### config.mk
export PLATFORM = sky130hd
export DESIGN_NAME = mips_datapath_alu_muldiv
export DESIGN_NICKNAME = d
export VERILOG_FILES = /design/src/rtl/mips_datapath_alu_muldiv.sv
export SDC_FILE = /design/constraint.sdc
export NUM_CORES = 1
export LEC_CHECK = 0
export ABC_AREA = 1
export BUFFER_PORTS_ARGS = -buffer_cell sky130_fd_sc_hd__buf_2
export CAP_MARGIN = 40
export CORE_ASPECT_RATIO = 1.4
export CORE_UTILIZATION = 56
export CTS_CLUSTER_SIZE = 16
export DETAILED_ROUTE_END_ITERATION = 16
export PLACE_DENSITY = 0.85
export SYNTH_ARGS = -nofsm -noshare
export SYNTH_HDL_FRONTEND = slang
export SYNTH_SLANG_ARGS = --single-unit
export TNS_END_PERCENT = 1
### constraint.sdc
create_clock -name ctrl -period 2.4 [get_ports ctrl]
set_input_delay 0.12 -clock ctrl [delete_from_list [all_inputs] [get_ports ctrl]]
set_output_delay 0.12 -clock ctrl [all_outputs]
set_load 0.03 [all_outputs]
### src/rtl/mips_datapath_alu_muldiv.sv
// Multi-cycle multiply/divide unit beside the execute-stage ALU; owns HI/LO.
// Shift-add multiply and restoring divide on magnitudes, with the sign applied in a final FIX cycle.
package mips_datapath_alu_muldiv_pkg;
  typedef struct packed {
    logic clk;
    logic rst_n;
  } Data_Control_Control_T;

  typedef enum logic [2:0] {
    OP_NONE  = 3'd0,
    OP_MULT  = 3'd1,
    OP_MULTU = 3'd2,
    OP_DIV   = 3'd3,
    OP_DIVU  = 3'd4,
    OP_MTHI  = 3'd5,
    OP_MTLO  = 3'd6,
    OP_RSVD  = 3'd7
  } md_op_e;
endpackage

module mips_datapath_alu_muldiv
  import mips_datapath_alu_muldiv_pkg::*;
#(
  parameter int DATA_W = 32
) (
  input  Data_Control_Control_T ctrl,
  input  logic                  flush,
  input  logic                  req_valid,
  output logic                  req_ready,
  input  logic [2:0]            req_op,
  input  logic [DATA_W-1:0]     data1,
  input  logic [DATA_W-1:0]     data2,
  input  logic                  rd_req,
  output logic                  stall,
  output logic [DATA_W-1:0]     hi,
  output logic [DATA_W-1:0]     lo,
  output logic                  done
);

  localparam int CNT_W = $clog2(DATA_W) + 1;

  typedef enum logic [1:0] {S_IDLE, S_MUL, S_DIV, S_FIX} state_e;

  logic                  clk;
  logic                  rst_n;
  md_op_e                op;
  state_e                state, state_nxt;
  logic                  accept;
  logic                  sgn_op;
  logic                  last;
  logic [DATA_W-1:0]     mag_a, mag_b;
  logic [2*DATA_W-1:0]   prod;
  logic [DATA_W-1:0]     opnd;
  logic [CNT_W-1:0]      cnt;
  logic                  neg_res, neg_rem, div_op;
  logic [DATA_W:0]       mul_sum;
  logic [DATA_W:0]       div_trial;
  logic [2*DATA_W-1:0]   div_step;

  assign clk   = ctrl.clk;
  assign rst_n = ctrl.rst_n;
  assign op    = md_op_e'(req_op);

  always_comb begin
    req_ready = (state == S_IDLE);
    stall     = rd_req && (state != S_IDLE);
    accept    = req_valid && req_ready && !flush &&
                (op inside {OP_MULT, OP_MULTU, OP_DIV, OP_DIVU, OP_MTHI, OP_MTLO});
    sgn_op    = (op == OP_MULT) || (op == OP_DIV);
    mag_a     = (sgn_op && data1[DATA_W-1]) ? -data1 : data1;
    mag_b     = (sgn_op && data2[DATA_W-1]) ? -data2 : data2;
    last      = (cnt == CNT_W'(DATA_W - 1));
  end

  // prod holds {partial product, remaining multiplier} in MUL and {remainder, dividend/quotient} in DIV.
  always_comb begin
    mul_sum   = {1'b0, prod[2*DATA_W-1:DATA_W]} + (prod[0] ? {1'b0, opnd} : '0);
    div_trial = {prod[2*DATA_W-1:DATA_W], prod[DATA_W-1]} - {1'b0, opnd};
    div_step  = div_trial[DATA_W] ? {prod[2*DATA_W-2:0], 1'b0}
                                  : {div_trial[DATA_W-1:0], prod[DATA_W-2:0], 1'b1};
  end

  always_ff @(posedge clk) begin
    if (!rst_n) state <= S_IDLE;
    else        state <= state_nxt;
  end

  always_comb begin
    state_nxt = state;
    if (flush && state != S_IDLE) begin
      state_nxt = S_IDLE;
    end else begin
      case (state)
        S_IDLE: begin
          if (accept) begin
            case (op)
              OP_MULT, OP_MULTU: state_nxt = S_MUL;
              OP_DIV, OP_DIVU:   state_nxt = (data2 == '0) ? S_FIX : S_DIV;
              default:           state_nxt = S_IDLE;
            endcase
          end
        end
        S_MUL, S_DIV: if (last) state_nxt = S_FIX;
        S_FIX:        state_nxt = S_IDLE;
        default:      state_nxt = S_IDLE;
      endcase
    end
  end

  always_ff @(posedge clk) begin
    if (!rst_n) begin
      hi      <= '0;
      lo      <= '0;
      done    <= 1'b0;
      prod    <= '0;
      opnd    <= '0;
      cnt     <= '0;
      neg_res <= 1'b0;
      neg_rem <= 1'b0;
      div_op  <= 1'b0;
    end else begin
      done <= 1'b0;
      case (state)
        S_IDLE: begin
          if (accept) begin
            cnt     <= '0;
            opnd    <= mag_b;
            neg_res <= sgn_op && (data1[DATA_W-1] ^ data2[DATA_W-1]);
            neg_rem <= sgn_op && data1[DATA_W-1];
            case (op)
              OP_MTHI: begin
                hi   <= data1;
                done <= 1'b1;
              end
              OP_MTLO: begin
                lo   <= data1;
                done <= 1'b1;
              end
              OP_MULT, OP_MULTU: begin
                div_op <= 1'b0;
                prod   <= {{DATA_W{1'b0}}, mag_a};
              end
              default: begin
                // Zero divisor: preload the final remainder/quotient so FIX only applies signs.
                div_op <= 1'b1;
                prod   <= (data2 == '0) ? {mag_a, {DATA_W{1'b1}}} : {{DATA_W{1'b0}}, mag_a};
              end
            endcase
          end
        end
        S_MUL: begin
          prod <= {mul_sum, prod[DATA_W-1:1]};
          cnt  <= cnt + 1'b1;
        end
        S_DIV: begin
          prod <= div_step;
          cnt  <= cnt + 1'b1;
        end
        S_FIX: begin
          if (!flush) begin
            if (div_op) begin
              lo <= neg_res ? -prod[DATA_W-1:0] : prod[DATA_W-1:0];
              hi <= neg_rem ? -prod[2*DATA_W-1:DATA_W] : prod[2*DATA_W-1:DATA_W];
            end else begin
              {hi, lo} <= neg_res ? -prod : prod;
            end
            done <= 1'b1;
          end
        end
        default: ;
      endcase
    end
  end

endmodule
==> impl_metrics.yaml, run 1 <==
status:
  stop_stage: "global routing (5_1_grt)"
  status: "stopped before the end"
  error: "[ERROR GRT-0116] Global routing finished with congestion. Check the congestion regions in the DRC Viewer."
floorplanning:
  rows: 76
  start_util: 0.568
  die_width_um: 151
  num_io_pins: 139
  die_h_um: 210
synthesis:
  yosysTopAreaCell: "dfxtp_1"
  yosysSeqAreaShare: 0.198
  synth_edf_count: 0
  syn_nets: 3218
  syn_avg_cell_area_um2: 5.66
  async_flop_share: 0
  synth.area.top_cells: "dfxtp_1 20%, nand2_1 18%, inv_1 8.9%"
  yosysTopAreaCellShare: 0.198
  ys.flop_type: "dfxtp_1"
  syn_area_um2: 17400
  synth.distinct_cells: 57
  ys_ff_latch: 172
  netlist_instances: 3070
  yosys_warnings: 0
place:
  post-place-ws_ns: -0.272
  port_buffers: 137
  routabilityCongestion: 1.15
  place_area_um2: 20700
  hpwl_um: 65800
grt:
  grt_pass1_wl_um: 158000
  grt-ovfl-total: 50
  grt_max_degree: 75
  grtUsageTotal: 0.657
  grt_pass1_vias: 27900
metal layers:
metal  overflow  global-route usage
met2         14               0.877
met1          0               0.628
met5          1               0.165
met4         32               0.712
met3          3               0.434
cells in the mapped netlist (18+ instances only):
| master | count |
|---|---|
| o22ai_1 | 26 |
| nand2_1 | 817 |
| a31oi_1 | 35 |
| nand2_2 | 24 |
| nand3b_1 | 18 |
| xor2_1 | 48 |
| clkbuf_1 | 71 |
| o211ai_1 | 21 |
| a21oi_1 | 231 |
| o21ai_1 | 31 |
| nor2_1 | 327 |
| xnor2_1 | 19 |
| nand3_1 | 276 |
| dfxtp_1 | 172 |
| nor3_1 | 25 |
| o21ai_0 | 231 |
| buf_2 | 23 |
| ha_1 | 74 |
| inv_1 | 413 |
| nand4_1 | 38 |
what timing repair did:
item                                    CTS
endpoints found under the setup margin   47
buffers inserted                         19
cloned                                    6
hold endpoints to repair                  1
pin swaps                                25
resized for setup                       117
hold buffers                              1
cells by family after synthesis:
family                     synth area share
AOI/OAI and AO/OA                     0.200
xor gates and xnor gates             0.0338
buffers and inverters                 0.123
and+or+nand+nor                       0.390
DFF                                   0.198
adders and majority gates            0.0556
metrics by stage:
| step | hold slack, ns | cells | TNS [ns] |
|---|---|---|---|
| 4_1_cts | -0.0495 | 3966 | -0.783 |
| 3_5_place_dp | 0.126 | 3805 | -3.57 |
| 3_3_place_gp | 0.126 | 3805 | -1.76 |
| 2_1_floorplan | 0.272 | 3070 | 0 |
==> run 2: changes to the inputs <==
Settings changed: CORE_ASPECT_RATIO 1.4 to unset, CORE_UTILIZATION 56 to 40, CTS_CLUSTER_SIZE 16 to unset, PLACE_DENSITY 0.85 to unset, PLACE_DENSITY_LB_ADDON set to 0.15.
Clock period 2.4 ns to 3.1 ns, I/O delays scaled along.
==> impl_metrics.yaml, run 2 <==
sta:
  hold_viol: 15
  maxSlewViolCount: 0
  slew-limit-headroom: 0.196
  setup_tns_ns: 0
  period_minus_slack_ns: 2.92
  fin_hold_ws_ns: -0.0326
  fmax_ghz: 0.343
  worst_pin_slew_ns: 1.19
  rsz0062_at_grt: "no"
  finalCritPeriodShare: 0.941
  fin_skew_ns: 0.0146
  setup-violations-final: 0
finish:
  mostFrequentLayoutCells: "817 x nand2_1, 425 x inv_1, 326 x nor2_1"
  largest_register: "prod"
  mostFrequentLayoutCell: "nand2_1"
  largest_register_ffs: 64
  drive_above_1_share: 0.123
  fin_nets: 3408
  syn_to_final_growth_pct: 21.9
critical_path:
  critPathArrivalTime_ns: 3.26
  startpoint: "state[0]"
  rr_worst_depth: 9
  cp.required_ns: 3.44
  cpPeakStageDelay_ns: 0.97
  r2r_slack_ns: 0.18
  rr_startpoint: "state[0]"
  cp_slowest_cell: "o21ai_0"
  start_kind: "register"
  r2r-end: "opnd[3]"
  path_max_fanout: 23
  endpoint_kind: "register"
  crit_type: "register to register"
  crit_chain: "inv_1 > ha_1 > nand2_1 > nor2_4 > nand3_1 > a21boi_4 > buf_4 > o21ai_0 > a21oi_1"
drt:
  drc: 0
  wl_met1_um: 38500
  wl_met2_um: 36200
  routedWlPerCell_um: 23.0
  dr.pass1.iters: 8
  top_layer: "met5"
  vias: 22400
  met3_wirelength_um: 12000
  viasPerCell: 5.75
  drtIter0Drc: 2716
  totalWireLength_um: 89800
  ant_nets: 0
floorplanning:
  start_util: 0.404
  rows: 76
  die_width_um: 210
  core_um2: 43000
  die_area_um2: 44300
  die_h_um: 210
  num_io_pins: 139
grt:
  grt-ovfl-total: 0
  antenna_found_initial: 2
  grt_max_degree: 75
  grt_pass1_vias: 22400
  grtUsageTotal: 0.408
  grt_pass1_wl_um: 132000
synthesis:
  synthTopCellsByCount: "817 x nand2_1, 413 x inv_1, 327 x nor2_1, 276 x nand3_1"
  yosysSeqAreaShare: 0.198
  syn_area_um2: 17400
  synth.area.top_cells: "dfxtp_1 20%, nand2_1 18%, inv_1 8.9%"
  yosysTopAreaCell: "dfxtp_1"
  synth_edf_count: 0
  ys_ff_latch: 172
  syn_nets: 3218
  synth_most_common_cell: "nand2_1"
  async_flop_share: 0
  synth.distinct_cells: 57
  ys.flop_type: "dfxtp_1"
  yosysTopAreaCellShare: 0.198
  netlist_instances: 3070
  syn_avg_cell_area_um2: 5.66
  yosys_warnings: 0
cts:
  cts_tree: "yes"
  path_clk_slew_ns: 0.08
  clkLatencyLatePin_ns: 0.51
status:
  violations: "negative hold slack"
  status: "complete, but fails checks"
pwr:
  p_leak_nw: 10.7
  p_per_area_nw_per_um2: 1160
  vdd_drop_max_mv: 0.803
flow_run:
  drv_cap: 0
min_path:
  holdPathEnd: "lo[6]"
  min_from: "data1[6]"
  hold-path-cell-count: 3
  hold_path.class: "primary input to register"
place:
  routabilityCongestion: 1.03
  hpwl_um: 69700
  port_buffers: 137
run 2: cell counts after synthesis:
Identical to the previous run, type by type.
run 2: metrics by stage:
step,cells,utilization,total power [W],cell area [um^2],setup slack [ns]
final,3899,0.493,0.0245,21200,0.182
after global routing,3898,0.493,0.0260,21200,0.00306
after CTS,3898,0.492,0.0242,21100,0.000497
after detailed placement,3761,0.441,0.0165,19000,0.131
after global placement,3760,0.441,0.0165,18900,0.0555
after floorplan,3070,-,0.0125,17400,0.568
run 2: per-layer routing:
layer | up-vias | GRT usage
met3 | 191 | 0.177
li1 | 10500 | -
met2 | 1365 | 0.542
met1 | 10400 | 0.543
met4 | 2 | 0.226
met5 | - | 0.00890
run 2: cells by family (layout without fill, tap and decap cells):
logic type,after synthesis,after routing,synth area share
fa+ha+maj,76,76,0.0556
simple gates,1583,1583,0.390
other cells,0,1,0
xor+xnor,67,67,0.0338
buf+inv,542,785,0.123
flops,172,172,0.198
compound gates,630,630,0.200
run 2: area by class of cell:
cell class	instances	area, um^2
Timing Repair Buffer	219	1380
Antenna cell	1	2.50
Clock buffer	104	1850
Inverter	406	1530
Multi-Input combinational cell	2356	11800
Clock inverter	56	410
Tap cell	585	732
Fill cell	4744	21800
Sequential cell	172	3440
run 2: worst max-delay path, delay by kind of cell (launching register included):
| kind | cells | cell delay (ns) |
|---|---|---|
| AOI/OAI and AO/OA | 3 | 1.22 |
| adders and majority gates | 1 | 0.35 |
| and+or+nand+nor | 3 | 0.40 |
| buffers and inverters | 2 | 0.41 |
| DFF | 1 | 0.35 |
run 2: repair_timing:
| action | 4_1_cts | 5_1_grt |
|---|---|---|
| endpoints found under the hold margin | 1 | 0 |
| cloned | 0 | 0 |
| resized for setup | 1 | 10 |
| buffers inserted | 0 | 0 |
| setup endpoints to repair | 2 | 67 |
| hold buffers | 1 | 0 |
run 2: report_power, final:
| part | total (W) | switching, W | internal, W |
|---|---|---|---|
| registers | 0.00350 | 0.000679 | 0.00282 |
| logic | 0.0126 | 0.00910 | 0.00347 |
| clock network | 0.00841 | 0.00355 | 0.00486 |
| total | 0.0245 | 0.0133 | 0.0112 |
run 2: worst max-delay path by stage:
stage                          end  slack (ns)  cells after the start
after floorplan           prod[53]        0.57                     16
after global placement    prod[50]        0.06                     14
after detailed placement  prod[50]        0.13                     14
after CTS                  prod[0]      0.0005                     16
after global routing       opnd[3]       0.003                      9
final                      opnd[3]        0.18                      9
Note: power is estimated with default switching activity, not from simulation.
